==> config.mk <==
export PLATFORM = sky130hd
export DESIGN_NAME = fpu_op_issuer_flat
export DESIGN_NICKNAME = d
export VERILOG_FILES = /design/src/rtl/fpu_op_issuer_pkg.sv /design/src/rtl/fpu_op_issuer_if.sv /design/src/rtl/fpu_timeout_counter.sv /design/src/rtl/fpu_op_issuer.sv /design/src/flat_wrapper.sv
export SDC_FILE = /design/constraint.sdc
export NUM_CORES = 1
export LEC_CHECK = 0
export BUFFER_PORTS_ARGS = -buffer_cell sky130_fd_sc_hd__buf_2
export CORE_AREA = 2 2 193 195
export DETAILED_ROUTE_END_ITERATION = 16
export DIE_AREA = 0 0 195 197
export PLACE_DENSITY = 0.52
export SLEW_MARGIN = 20
export SYNTH_ARGS = -nofsm -noshare
export SYNTH_HDL_FRONTEND = slang
export SYNTH_SLANG_ARGS = --single-unit
export TNS_END_PERCENT = 100
==> constraint.sdc <==
create_clock -name clk -period 6.01 [get_ports clk]
set_input_delay 0.601 -clock clk [delete_from_list [all_inputs] [get_ports clk]]
set_output_delay 0.601 -clock clk [all_outputs]
set_load 0.1 [all_outputs]
==> src/rtl/fpu_op_issuer_pkg.sv <==
// Shared FPU definitions: opcode encoding, issuer FSM states and opcode helpers.
package fpu_op_issuer_pkg;

  typedef enum logic [1:0] {
    SDIV  = 2'b00,
    SSQRT = 2'b01,
    DDIV  = 2'b10,
    DSQRT = 2'b11
  } fpu_op_e;

  typedef enum logic [2:0] {
    IDLE   = 3'd0,
    SETUP  = 3'd1,
    SEND   = 3'd2,
    WAIT_Z = 3'd3,
    ACK_Z  = 3'd4,
    RESP   = 3'd5
  } issuer_state_e;

  // Division needs a second operand; square root does not.
  function automatic logic op_needs_b(input fpu_op_e op);
    return (op == SDIV) || (op == DDIV);
  endfunction

  function automatic logic op_is_double(input fpu_op_e op);
    return (op == DDIV) || (op == DSQRT);
  endfunction

endpackage

==> src/rtl/fpu_op_issuer_if.sv <==
// Bundle between a command/response client, the issuer and the FPU unit.
// slave is the issuer's view; master is the environment (client plus FPU unit).
interface fpu_op_issuer_if;
  logic        cmd_valid;
  logic        cmd_ready;
  logic [1:0]  cmd_op;
  logic [63:0] cmd_a;
  logic [63:0] cmd_b;

  logic [1:0]  process;
  logic [31:0] input_as;
  logic [31:0] input_bs;
  logic [63:0] input_ad;
  logic [63:0] input_bd;
  logic        input_a_stb;
  logic        input_b_stb;
  logic        input_a_ack;
  logic        input_b_ack;

  logic [31:0] output_zs;
  logic [63:0] output_zd;
  logic        output_z_stb;
  logic        output_z_ack;

  logic        rsp_valid;
  logic        rsp_ready;
  logic [63:0] rsp_data;
  logic [1:0]  rsp_op;
  logic        rsp_timeout;

  modport slave (
    input  cmd_valid, cmd_op, cmd_a, cmd_b,
    input  input_a_ack, input_b_ack,
    input  output_zs, output_zd, output_z_stb,
    input  rsp_ready,
    output cmd_ready,
    output process, input_as, input_bs, input_ad, input_bd,
    output input_a_stb, input_b_stb,
    output output_z_ack,
    output rsp_valid, rsp_data, rsp_op, rsp_timeout
  );

  modport master (
    output cmd_valid, cmd_op, cmd_a, cmd_b,
    output input_a_ack, input_b_ack,
    output output_zs, output_zd, output_z_stb,
    output rsp_ready,
    input  cmd_ready,
    input  process, input_as, input_bs, input_ad, input_bd,
    input  input_a_stb, input_b_stb,
    input  output_z_ack,
    input  rsp_valid, rsp_data, rsp_op, rsp_timeout
  );

endinterface

==> src/rtl/fpu_timeout_counter.sv <==
// Cycle counter that flags the last allowed cycle of an operation window.
module fpu_timeout_counter #(
  parameter int LIMIT = 1024
) (
  input  logic clk,
  input  logic rst,
  input  logic clear,
  input  logic enable,
  output logic expired
);

  localparam int W = $clog2(LIMIT + 1);

  logic [W-1:0] count_reg;

  always_ff @(posedge clk or posedge rst) begin
    if (rst) begin
      count_reg <= '0;
    end else if (clear) begin
      count_reg <= '0;
    end else if (enable) begin
      count_reg <= count_reg + 1'b1;
    end
  end

  // High during the LIMIT-th enabled cycle so the owner leaves after exactly LIMIT cycles.
  assign expired = enable && (count_reg == W'(LIMIT - 1));

endmodule

==> src/rtl/fpu_op_issuer.sv <==
// Issues one div/sqrt operation to a strobe/ack FPU unit and returns its result,
// aborting with a timeout flag if the unit stalls.
module fpu_op_issuer
  import fpu_op_issuer_pkg::*;
#(
  parameter int TIMEOUT_CYCLES = 1024
) (
  input  logic          clk,
  input  logic          rst,
  fpu_op_issuer_if.slave bus
);

  issuer_state_e state_reg, state_next;

  fpu_op_e     op_reg;
  logic [63:0] a_reg;
  logic [63:0] b_reg;
  logic        a_done_reg;
  logic        b_done_reg;
  logic [63:0] rsp_data_reg;
  logic        rsp_timeout_reg;

  logic cmd_ready;
  logic a_stb;
  logic b_stb;
  logic z_ack;
  logic rsp_valid;
  logic cnt_clear;
  logic cnt_enable;
  logic cnt_expired;
  logic capture_z;
  logic timeout_hit;
  logic all_acked;
  logic cmd_accept;

  fpu_timeout_counter #(
    .LIMIT (TIMEOUT_CYCLES)
  ) u_timeout (
    .clk     (clk),
    .rst     (rst),
    .clear   (cnt_clear),
    .enable  (cnt_enable),
    .expired (cnt_expired)
  );

  // Acks arriving in the current cycle count alongside ones already recorded.
  assign all_acked = (a_done_reg || bus.input_a_ack) &&
                     (!op_needs_b(op_reg) || b_done_reg || bus.input_b_ack);
  assign cmd_accept = cmd_ready && bus.cmd_valid;

  always_ff @(posedge clk or posedge rst) begin
    if (rst) begin
      state_reg <= IDLE;
    end else begin
      state_reg <= state_next;
    end
  end

  always_comb begin
    state_next  = state_reg;
    cmd_ready   = 1'b0;
    a_stb       = 1'b0;
    b_stb       = 1'b0;
    z_ack       = 1'b0;
    rsp_valid   = 1'b0;
    cnt_clear   = 1'b0;
    cnt_enable  = 1'b0;
    capture_z   = 1'b0;
    timeout_hit = 1'b0;
    case (state_reg)
      IDLE: begin
        cmd_ready = 1'b1;
        if (bus.cmd_valid) state_next = SETUP;
      end
      SETUP: begin
        cnt_clear  = 1'b1;
        state_next = SEND;
      end
      SEND: begin
        cnt_enable = 1'b1;
        a_stb      = !a_done_reg;
        b_stb      = op_needs_b(op_reg) && !b_done_reg;
        if (cnt_expired) begin
          timeout_hit = 1'b1;
          state_next  = RESP;
        end else if (all_acked) begin
          state_next = WAIT_Z;
        end
      end
      WAIT_Z: begin
        cnt_enable = 1'b1;
        if (cnt_expired) begin
          timeout_hit = 1'b1;
          state_next  = RESP;
        end else if (bus.output_z_stb) begin
          capture_z  = 1'b1;
          state_next = ACK_Z;
        end
      end
      ACK_Z: begin
        z_ack = 1'b1;
        if (!bus.output_z_stb) state_next = RESP;
      end
      RESP: begin
        rsp_valid = 1'b1;
        if (bus.rsp_ready) state_next = IDLE;
      end
      default: state_next = IDLE;
    endcase
  end

  always_ff @(posedge clk or posedge rst) begin
    if (rst) begin
      op_reg          <= SDIV;
      a_reg           <= '0;
      b_reg           <= '0;
      a_done_reg      <= 1'b0;
      b_done_reg      <= 1'b0;
      rsp_data_reg    <= '0;
      rsp_timeout_reg <= 1'b0;
    end else begin
      if (cmd_accept) begin
        op_reg          <= fpu_op_e'(bus.cmd_op);
        a_reg           <= bus.cmd_a;
        b_reg           <= bus.cmd_b;
        a_done_reg      <= 1'b0;
        b_done_reg      <= 1'b0;
        rsp_timeout_reg <= 1'b0;
      end
      if (state_reg == SEND) begin
        a_done_reg <= a_done_reg || bus.input_a_ack;
        b_done_reg <= b_done_reg || bus.input_b_ack;
      end
      if (capture_z) begin
        rsp_data_reg <= op_is_double(op_reg) ? bus.output_zd : {32'h0, bus.output_zs};
      end
      if (timeout_hit) begin
        rsp_data_reg    <= '0;
        rsp_timeout_reg <= 1'b1;
      end
    end
  end

  assign bus.cmd_ready    = cmd_ready;
  assign bus.process      = op_reg;
  assign bus.input_as     = a_reg[31:0];
  assign bus.input_bs     = b_reg[31:0];
  assign bus.input_ad     = a_reg;
  assign bus.input_bd     = b_reg;
  assign bus.input_a_stb  = a_stb;
  assign bus.input_b_stb  = b_stb;
  assign bus.output_z_ack = z_ack;
  assign bus.rsp_valid    = rsp_valid;
  assign bus.rsp_data     = rsp_data_reg;
  assign bus.rsp_op       = op_reg;
  assign bus.rsp_timeout  = rsp_timeout_reg;

endmodule

==> src/flat_wrapper.sv <==
// flat-port wrapper written by rule: the top's interface ports become plain ports
module fpu_op_issuer_flat import fpu_op_issuer_pkg::*;
#(
  parameter int TIMEOUT_CYCLES = 1024
)
  (clk, rst, bus_cmd_valid, bus_cmd_op, bus_cmd_a, bus_cmd_b, bus_input_a_ack, bus_input_b_ack, bus_output_zs, bus_output_zd, bus_output_z_stb, bus_rsp_ready, bus_cmd_ready, bus_process, bus_input_as, bus_input_bs, bus_input_ad, bus_input_bd, bus_input_a_stb, bus_input_b_stb, bus_output_z_ack, bus_rsp_valid, bus_rsp_data, bus_rsp_op, bus_rsp_timeout);
  fpu_op_issuer_if bus_i ();
  input  logic clk;
  input  logic rst;
  input wire logic [$bits(bus_i.cmd_valid)-1:0] bus_cmd_valid;
  input wire logic [$bits(bus_i.cmd_op)-1:0] bus_cmd_op;
  input wire logic [$bits(bus_i.cmd_a)-1:0] bus_cmd_a;
  input wire logic [$bits(bus_i.cmd_b)-1:0] bus_cmd_b;
  input wire logic [$bits(bus_i.input_a_ack)-1:0] bus_input_a_ack;
  input wire logic [$bits(bus_i.input_b_ack)-1:0] bus_input_b_ack;
  input wire logic [$bits(bus_i.output_zs)-1:0] bus_output_zs;
  input wire logic [$bits(bus_i.output_zd)-1:0] bus_output_zd;
  input wire logic [$bits(bus_i.output_z_stb)-1:0] bus_output_z_stb;
  input wire logic [$bits(bus_i.rsp_ready)-1:0] bus_rsp_ready;
  output wire logic [$bits(bus_i.cmd_ready)-1:0] bus_cmd_ready;
  output wire logic [$bits(bus_i.process)-1:0] bus_process;
  output wire logic [$bits(bus_i.input_as)-1:0] bus_input_as;
  output wire logic [$bits(bus_i.input_bs)-1:0] bus_input_bs;
  output wire logic [$bits(bus_i.input_ad)-1:0] bus_input_ad;
  output wire logic [$bits(bus_i.input_bd)-1:0] bus_input_bd;
  output wire logic [$bits(bus_i.input_a_stb)-1:0] bus_input_a_stb;
  output wire logic [$bits(bus_i.input_b_stb)-1:0] bus_input_b_stb;
  output wire logic [$bits(bus_i.output_z_ack)-1:0] bus_output_z_ack;
  output wire logic [$bits(bus_i.rsp_valid)-1:0] bus_rsp_valid;
  output wire logic [$bits(bus_i.rsp_data)-1:0] bus_rsp_data;
  output wire logic [$bits(bus_i.rsp_op)-1:0] bus_rsp_op;
  output wire logic [$bits(bus_i.rsp_timeout)-1:0] bus_rsp_timeout;
  assign bus_i.cmd_valid = bus_cmd_valid;
  assign bus_i.cmd_op = bus_cmd_op;
  assign bus_i.cmd_a = bus_cmd_a;
  assign bus_i.cmd_b = bus_cmd_b;
  assign bus_i.input_a_ack = bus_input_a_ack;
  assign bus_i.input_b_ack = bus_input_b_ack;
  assign bus_i.output_zs = bus_output_zs;
  assign bus_i.output_zd = bus_output_zd;
  assign bus_i.output_z_stb = bus_output_z_stb;
  assign bus_i.rsp_ready = bus_rsp_ready;
  assign bus_cmd_ready = bus_i.cmd_ready;
  assign bus_process = bus_i.process;
  assign bus_input_as = bus_i.input_as;
  assign bus_input_bs = bus_i.input_bs;
  assign bus_input_ad = bus_i.input_ad;
  assign bus_input_bd = bus_i.input_bd;
  assign bus_input_a_stb = bus_i.input_a_stb;
  assign bus_input_b_stb = bus_i.input_b_stb;
  assign bus_output_z_ack = bus_i.output_z_ack;
  assign bus_rsp_valid = bus_i.rsp_valid;
  assign bus_rsp_data = bus_i.rsp_data;
  assign bus_rsp_op = bus_i.rsp_op;
  assign bus_rsp_timeout = bus_i.rsp_timeout;
  fpu_op_issuer #(.TIMEOUT_CYCLES(TIMEOUT_CYCLES)) u_core (.clk(clk), .rst(rst), .bus(bus_i));
endmodule
Word level (Yosys, flattened, before mapping):

Index checks and enable logic that the tools add are counted.

* logic and storage cells: 73
* memories kept: 0
* bits in registers: 211
* memory bits (read-only): 0
* memory bits (writable): 0
* input port bits: 233
* latch bits: 0

* divide/modulo/power cells: 0
* add/subtract/negate cells: 1
* eq/ne operators: 13
* reductions and logical operators: 21
* bitwise operators: 0
* muxes and demuxes: 29
* order comparisons: 0
* multipliers: 0
* shifts and indexed selects: 0

Operator list (number)
* $mux 64: 3
* $mux 11: 2
* $mux 3: 7
* $pmux 3 s6: 1
* $mux 1: 16
* $add 11x1->11 const B: 1
* $eq 11x10->1 const B: 1
* $reduce_bool 2->1: 4
* $eq 3x2->1 const B: 2
* $eq 3x3->1 const B: 2
* $logic_or 1x1->1: 6
* $ne 2x2->1 const B: 3
* $reduce_and 5->1: 1
* $eq 2x2->1 const B: 2
* $logic_and 1x1->1: 4
* $eq 3x1->1 const B: 1
* $logic_not 1->1: 3
* $logic_not 3->1: 1
* $ne 3x1->1 const B: 1
* $ne 3x2->1 const B: 1
* $logic_not 2->1: 1
* $reduce_or 2->1: 1

Depth between registers and ports, before layout:

Gate-level depths: netlist (run 1).

* depth in word-level cells: 9
* gate-level depth with buffers: 7
* gate-level depth less buffers: 5

Hierarchy:

Synthesis (run 1) repeated with hierarchy kept, for this count alone.

* cell total of the unflattened synthesis: 935
* area, all modules: 9092.5 µm²

Modules (own cells, without submodules)
* fpu_op_issuer: sequential area each 5004.8 µm², area each 8510.7 µm², times used 1, cells an instance 876
* fpu_timeout_counter: sequential area each 275.3 µm², area each 581.8 µm², times used 1, cells an instance 59

Worst setup path before layout (run 1):

No wires, ideal clock.

* kind: flip-flop to output port
* start: register u_core.op_reg[0], in the netlist u_core.bus.process[0]
* end: output bus_input_b_stb
* cell stages (with the launch flop): 2
* path slack: 1.616 ns
* data arrival time: 3.793 ns
* cell sequence: dfrtp_1 > nor4_1

* longest elaborated chain between the ends: 4

RTL lines
* from (decl): line fpu_op_issuer.sv:15 `fpu_op_e op_reg;`
* from (signal assigned): line fpu_op_issuer.sv:123 `op_reg <= fpu_op_e'(bus.cmd_op);`
* $eq 2x2->1 / $logic_not 2->1 (equally long branches): line fpu_op_issuer_pkg.sv:22 `return (op == SDIV) || (op == DDIV);`
* $logic_or 1x1->1 *: line fpu_op_issuer_pkg.sv:22
* $logic_and 1x1->1 *: line fpu_op_issuer.sv:82 `b_stb = op_needs_b(op_reg) && !b_done_reg;`
* $mux 1 *: line fpu_op_issuer.sv:70 `case (state_reg)`
* to (decl): line flat_wrapper.sv:27 `output wire logic [$bits(bus_i.input_b_stb)-1:0] bus_input_b_stb;`

Every way passes the cells marked *; elsewhere a longest branch is shown, timed or not.

Worst setup path in the final report (run 1):

* start: register u_core.state_reg[2]
* end: output bus_input_b_stb

* longest elaborated chain between the ends: 2

RTL lines
* from (decl): line fpu_op_issuer.sv:13 `issuer_state_e state_reg, state_next;`
* from (signal assigned): line fpu_op_issuer.sv:55 `state_reg <= state_next;`
* $eq 3x2->1: line fpu_op_issuer.sv:70
* $mux 1: line fpu_op_issuer.sv:70

No other way between the ends.

==> summary.md, run 1 <==
| Metric | Value |
|---|---|
| Global-route wire length before repair | `43000 um` |
| Final TNS setup | `0 ps` |
| Std cell rows | `70` |
| R2R Setup Slk | `3280 ps` |
| Htree depth | `1` |
| Post-CTS setup buffer count | `0` |
| Synth area leader | `dfrtp_1` |
| Initial antenna violation count | `3` |
| Nets | `1391` |
| CTS root buffer | `clkbuf_16` |
| Kind of end point of the critical path | `output port` |
| Hold-fix buffers, CTS | `0` |
| Post-synth EDFFs | `0` |
| Synthesized instance count | `about 740` |
| Post-Route Skew | `7.58 ps` |
| Mapped Avg Cell Area | `roughly 12 um2` |
| Max Slew Vio Count | `0` |
| Synth Warn # | `0` |
| Most frequent cell after synthesis | `dfrtp_1` |
| Critical Path RT | `5410 ps` |
| Inserted Clock Buffers | `25` |
| Post-synthesis simple-gate area fraction | `0.0742` |
| Worst-Margin Slew | `916 ps` |
| Sequential-to-total area share from yosys stat | `0.576` |
| Maxcap violations | `0` |
| R2r endpoint | `u_core.bus.rsp_data[58]$_DFFE_PP0P_` |
| Initial Util | `0.253` |
| Vias in the first global route | `7090` |
| Core box area | `0.0363 mm2` |
| Post-synthesis mux area share | `0.195` |
| Post-layout min period | `2780 ps` |
| Maximum clock insertion buffer count | `3` |
| GRT Overall Usage | `0.143` |
| Ys flop type | `dfrtp_1` |
| FF-to-FF Start | `u_core.state_reg[2]$_DFFE_PP0P_` |
| CP Launch Type | `flip-flop` |
| Synth top area cells | `dfrtp_1, mux2_2, buf_4` |
| Post-route antenna net violation count | `0` |
| Congestion Overflow GR | `0` |
| Tcrit/Tclk final | `0.463` |
| Synth cell types | `37` |
| Setup CP Type | `flip-flop to output port` |
| Clock Pin Slew Worst Setup and Hold Paths | `approximately 60 ps` |
| Hold crit path type | `input pin to async pin` |
| Compound-Gate Fraction of Synth Area | `0.0584` |
| Routed len/inst | `17.5 um` |
| # setup viols final | `0` |
| Crit path DAT | `2180 ps` |
| DRT Pass-1 Iters | `4` |
| Die span in x | `195 um` |
| Share of layout cells above drive strength 1 | `0.583` |
| DR vias/cell | `4.33` |
| DP Wirelength | `21700 um` |
| Unrepaired setup endpoints after global routing | `no` |
| Vias | `around 7100` |
| Slew headroom | `0.388` |
| Die ar. | `0.0384 mm2` |
| Post-Route WL | `28800 um` |
| Post-Synth Adder-Cell Area | `0.00136` |
| Mapped Area | `roughly 0.0092 mm2` |
| # resized after CTS | `0` |
| DRC Markers | `0` |
| Area Overhead vs Synth | `34.3%` |
| Drt initial violations | `152` |
| Xor/xnor share of the synthesized area | `0.00573` |
| CTS tree | `yes` |
| Hold WS | `176 ps` |
| Combinational family with the most area after synthesis | `multiplexers` |
| Crit Path Max Fanout | `15` |
| Top cell type's share of synthesized area | `0.576` |
| Final hold violations | `0` |
| I/O pins | `499` |
| F_max | `0.359 GHz` |
| Mapped Nets | `969` |
| DIE HEIGHT | `197 um` |
| # clock sinks | `211` |
| Status | `complete, no violations` |
| Post-synth top cells | `dfrtp_1, mux2_2, buf_4` |
| Count of input and output buffers | `498` |
| Yosys reg bits | `roughly 210` |
| Pin count of the biggest net entering global routing | `72` |
| Final Wtd Congestion | `0.776` |
| Asr flop ratio synth | `1.00` |
| R2R depth | `5` |
| Skew-Pair Late Insertion Delay | `about 520 ps` |
-- stage by stage --
stage,worst slack [ps],cells,util,area [um2]
final,3230,1641,0.340,12300
after global routing,3030,1641,0.340,12300
after CTS,3200,1640,0.340,12300
after detailed placement,3290,1598,0.318,11500
after global placement,3340,1598,0.318,11500
after floorplan,1620,735,-,9180
-- worst max path at each step --
stage                                               end  slack, ps                         startpoint
finish                                  bus_input_b_stb       3230    u_core.state_reg[2]$_DFFE_PP0P_
global route         u_core.bus.rsp_data[1]$_DFFE_PP0P_       3030    u_core.state_reg[2]$_DFFE_PP0P_
CTS                                     bus_input_b_stb       3200    u_core.state_reg[2]$_DFFE_PP0P_
detailed placement  u_core.bus.rsp_data[11]$_DFFE_PP0P_       3290    u_core.state_reg[2]$_DFFE_PP0P_
global placement    u_core.bus.rsp_data[60]$_DFFE_PP0P_       3340    u_core.state_reg[2]$_DFFE_PP0P_
floorplan                               bus_input_b_stb       1620  u_core.bus.process[0]$_DFFE_PP0P_
-- cell families after synthesis --
group	Yosys count
compound gates	86
simple gates	150
fa+ha+maj	1
mux	162
buf+inv	119
xor+xnor	6
flops	211
-- critical path, stage by stage, from the launching register on --
cell,delay [ps]
dfrtp_1,520
nand2b_1,420
nor4_1,240
buf_2,480
-- layout by cell type, fill, tap and decap left out, types with 2 or more instances in the layout --
cell type,instances
buf_2,498
dfrtp_1,210
mux2_2,130
nor2_1,44
nand2_1,42
a21oi_1,41
nand3_1,36
mux2i_1,32
a211oi_1,32
clkbuf_16,25
buf_4,10
nor3_1,6
xnor2_1,6
inv_1,5
nor4_1,5
o21ai_0,5
clkbuf_8,5
clkbuf_1,5
clkinv_2,4
or3_1,3
nand2b_1,2
nor2_4,2
nand4_1,2
clkinvlp_4,2
a22o_1,2
-- routing by layer --
layer	up-vias	part of all wire	GRT usage
met5	-	0.00094	0
met4	4	0.017	0.0322
met1	3403	0.39	0.169
met2	308	0.51	0.255
met3	41	0.085	0.0445
li1	3347	-	-
-- layout make-up --
cell class / instances / area, um2
timing repair buffer: 508 / 2570
clock buffer: 35 / 713
tap: 468 / 586
fill: 3740 / 23900
multi-input combinational: 405 / 3080
antenna: 1 / 2.50
inverter: 6 / 26.3
sequential: 211 / 5280
clock inverter: 7 / 66.3
Power of run 1 is left out: the tool's default activity adds up to more than one toggle a clock period on the data nets, which glitch-free logic cannot reach.
==> run 2: changes to the inputs <==
- ABC_AREA: not set -> 1
- CORE_AREA: 2 2 193 195 -> 2 2 192 194
- DIE_AREA: 0 0 195 197 -> 0 0 194 196
- PLACE_DENSITY: 0.52 -> 0.54
- clock period: 6.01 -> 2.4 ns (I/O delays scaled with it)
==> run 2 against run 1 <==
Net effect: global-route usage grew 2.0 points; register-to-register slack lost 2800 ps; die area shrank 1.0%.
==> summary.md, run 2 <==
| Metric | Value |
|---|---|
| Unrepaired setup endpoints after global routing | `no (unchanged)` |
| Most frequent cell after synthesis | `nand2_1 (was dfrtp_1)` |
| Maxcap violations | `0 (unchanged)` |
| Post-Route Skew | `20.3 ps (was 7.58 ps)` |
| Drt initial violations | `399 (was 152)` |
| Kind of end point of the critical path | `output port (unchanged)` |
| Final Wtd Congestion | `0.811 (was 0.776)` |
| Crit path DAT | `1950 ps (was 2180 ps)` |
| Setup CP Type | `flip-flop to output port (unchanged)` |
| Maximum clock insertion buffer count | `3 (unchanged)` |
| Initial Util | `0.267 (was 0.253)` |
| Commonest cells after routing, fill and taps aside | `nand2_1, buf_2, dfrtp_1 (was buf_2, dfrtp_1, mux2_2)` |
| Congestion Overflow GR | `0 (unchanged)` |
| # clock sinks | `211 (unchanged)` |
| DIE HEIGHT | `196 um (was 197 um)` |
| Hold WS | `31.5 ps (was 176 ps)` |
| DP Wirelength | `22900 um (was 21700 um)` |
| Pin count of the biggest net entering global routing | `129 (was 72)` |
| # resized after CTS | `0 (unchanged)` |
| Post-synth EDFFs | `0 (unchanged)` |
| Post-Route WL | `32400 um (was 28800 um)` |
| CP max stage delay | `550 ps (was 520 ps)` |
| # setup viols final | `0 (unchanged)` |
| Htree depth | `1 (unchanged)` |
| Final hold violations | `0 (unchanged)` |
| Fin area | `0.0143 mm2 (was 0.0123 mm2)` |
| Ys flop type | `dfrtp_1 (unchanged)` |
| Ant diodes | `0 (was 1)` |
| Skew-Pair Late Insertion Delay | `530 ps (was 520 ps)` |
| Tcrit/Tclk final | `0.913` |
| Post-synth top cells | `nand2_1, dfrtp_1, inv_1 (was dfrtp_1, mux2_2, buf_4)` |
| Worst-Margin Slew | `747 ps (was 916 ps)` |
| Placed inst area | `0.0122 mm2 (was 0.0115 mm2)` |
| Share of layout cells above drive strength 1 | `0.311 (was 0.583)` |
| Mapped Avg Cell Area | `7.74 um2 (was 12.5 um2)` |
| Vias in the first global route | `9342 (was 7090)` |
| Synth area leader | `dfrtp_1 (unchanged)` |
| Critical Path RT | `2160 ps (was 5410 ps)` |
| Global-route wire length before repair | `50300 um (was 43000 um)` |
| Mapped Area | `0.00963 mm2 (was 0.00917 mm2)` |
| CP delay by family, top | `buffers and inverters (was simple AND/OR/NAND/NOR gates)` |
| Crit Path Max Fanout | `66 (was 15)` |
| GRT Overall Usage | `0.163 (was 0.143)` |
| Count of input and output buffers | `498 (unchanged)` |
| Sequential-to-total area share from yosys stat | `0.548 (was 0.576)` |
| CP max-delay cell | `buf_2 (was dfrtp_1)` |
| Worst Setup Slack, final | `209 ps (was 3230 ps)` |
| Post-layout min period | `~2200 ps` |
| Area Overhead vs Synth | `48.1% (was 34.3%)` |
| CTS tree | `yes (unchanged)` |
| Fillers | `3677 (was 3740)` |
| Std cell rows | `70 (unchanged)` |
| Final TNS setup | `0 ps (unchanged)` |
| Core box area | `0.0361 mm2 (was 0.0363 mm2)` |
| F_max | `~0.46 GHz` |
| CP bufs+invs | `2 (was 1)` |
| CP Launch Type | `flip-flop (unchanged)` |
| Asr flop ratio synth | `1.00 (unchanged)` |
| Hold crit path type | `input pin to flip-flop (was input pin to async pin)` |
| DRT Pass-1 Iters | `4 (unchanged)` |
| I/O pins | `499 (unchanged)` |
| Crit-path cells | `buf_4 > buf_2 (was nand2b_1 > nor4_1 > buf_2)` |
| Mapped Nets | `1478 (was 969)` |
| Status | `complete, no violations (unchanged)` |
| Setup WS pre-CTS | `517 ps (was 3290 ps)` |
| Die span in x | `194 um (was 195 um)` |
| Synth top area cells | `dfrtp_1, nand2_1, buf_4 (was dfrtp_1, mux2_2, buf_4)` |
| Initial antenna violation count | `0 (was 3)` |
| Post-route antenna net violation count | `0 (unchanged)` |
| Max Slew Vio Count | `0 (unchanged)` |
| DR vias/cell | `4.20 (was 4.33)` |
| Top cell type's share of synthesized area | `0.548 (was 0.576)` |
| Clock Pin Slew Worst Setup and Hold Paths | `60 ps (about the same)` |
| Inserted Clock Buffers | `24 (was 25)` |
| Synth cell types | `23 (was 37)` |
| Slew headroom | `0.501 (was 0.388)` |
| Most common cell after layout, fill and taps aside | `nand2_1 (was buf_2)` |
| Yosys reg bits | `211 (unchanged)` |
| DRC Markers | `0 (unchanged)` |
| Routed len/inst | `14.2 um (was 17.5 um)` |
| Post-CTS setup buffer count | `0 (unchanged)` |
| Synthesized instance count | `1244 (was 735)` |
| Die ar. | `0.0380 mm2 (was 0.0384 mm2)` |
| Vias | `9569 (was 7103)` |
| CTS root buffer | `clkbuf_16 (unchanged)` |
| Synth Warn # | `0 (unchanged)` |
| Nets | `2030 (was 1391)` |
-- run 2: cell types whose count changed in the layout (fill, tap and decap cells not counted), sizes merged, moves of 5 or more --
| cell | before | now |
|---|---|---|
| mux2i | 32 | 0 |
| a21oi | 41 | 7 |
| nor4 | 5 | 0 |
| a211oi | 32 | 0 |
| dlygate4sd3 | 0 | 133 |
| xnor2 | 6 | 0 |
| buf | 508 | 517 |
| inv | 5 | 88 |
| nor2 | 46 | 63 |
| o21ai | 5 | 69 |
| nand3 | 36 | 8 |
| mux2 | 130 | 0 |
| nand2 | 42 | 658 |
-- run 2: final timing paths --
check / slack [ps] / start / to / depth (start not counted)
worst max-delay path: 210 / u_core.bus.process[1]$_DFFE_PP0P_ / bus_rsp_op[1] / 2
worst min-delay path: 30 / bus_output_zd[45] / u_core.bus.rsp_data[45]$_DFFE_PP0P_ / 5
worst max register to register: 520 / u_core.state_reg[0]$_DFFE_PP0P_ / u_core.bus.input_bd[19]$_DFFE_PP0P_ / 7
worst min register to register: 460 / u_core.bus.input_bd[36]$_DFFE_PP0P_ / u_core.bus.input_bd[36]$_DFFE_PP0P_ / 2
max in group asynchronous: 1230 / rst / u_core.bus.process[1]$_DFFE_PP0P_ / 4
min in group asynchronous: 420 / rst / u_core.bus.rsp_data[47]$_DFFE_PP0P_ / 3
-- run 2: timing repair --
| item | in CTS | in global routing |
|---|---|---|
| setup endpoints to repair | 0 | 0 |
| endpoints found under the hold margin | 150 | 0 |
| hold buffers | 133 | 0 |
-- run 2: metrics by stage --
step           instances   util
3_5_place_dp        2105  0.338
3_3_place_gp        2105  0.338
6_report            2279  0.395
4_1_cts             2279  0.395
5_1_grt             2279  0.395
2_1_floorplan       1244      -
-- run 2: worst reg2reg max path, stage by stage (launching register included) --
cell and delay (ps):
dfrtp_1 440, nor2_2 170, nand2_1 120, nor2_4 320
inv_4 190, buf_12 240, nand2_1 230, nand2_1 60
-- run 2: metal layers --
metal | track usage | wire length [um] | share of wire
met3 | 0.0335 | 2190 | 0.068
met1 | 0.202 | 13400 | 0.41
met2 | 0.288 | 16100 | 0.50
met5 | 0 | 0 | 0
met4 | 0.0452 | 683 | 0.021
-- run 2: cells by family after synthesis --
kind of cell	synth area share
AND/OR/NAND/NOR	0.294
buffers and inverters	0.115
flip-flops	0.548
AO/OA/AOI/OAI	0.0420
adder cells (fa/ha/maj)	0.00130
-- run 2: cell type report --
cell class / instances / area [um2] / share of cell area
Sequential cell: 211 / 5280 / 0.370
Timing Repair Buffer: 650 / 4080 / 0.286
Multi-Input combinational cell: 820 / 3260 / 0.228
Clock buffer: 34 / 678 / 0.0475
Tap cell: 468 / 586 / 0.0410
Inverter: 89 / 340 / 0.0239
Clock inverter: 7 / 46.3 / 0.00325
Power of run 2 is left out for the same reason.
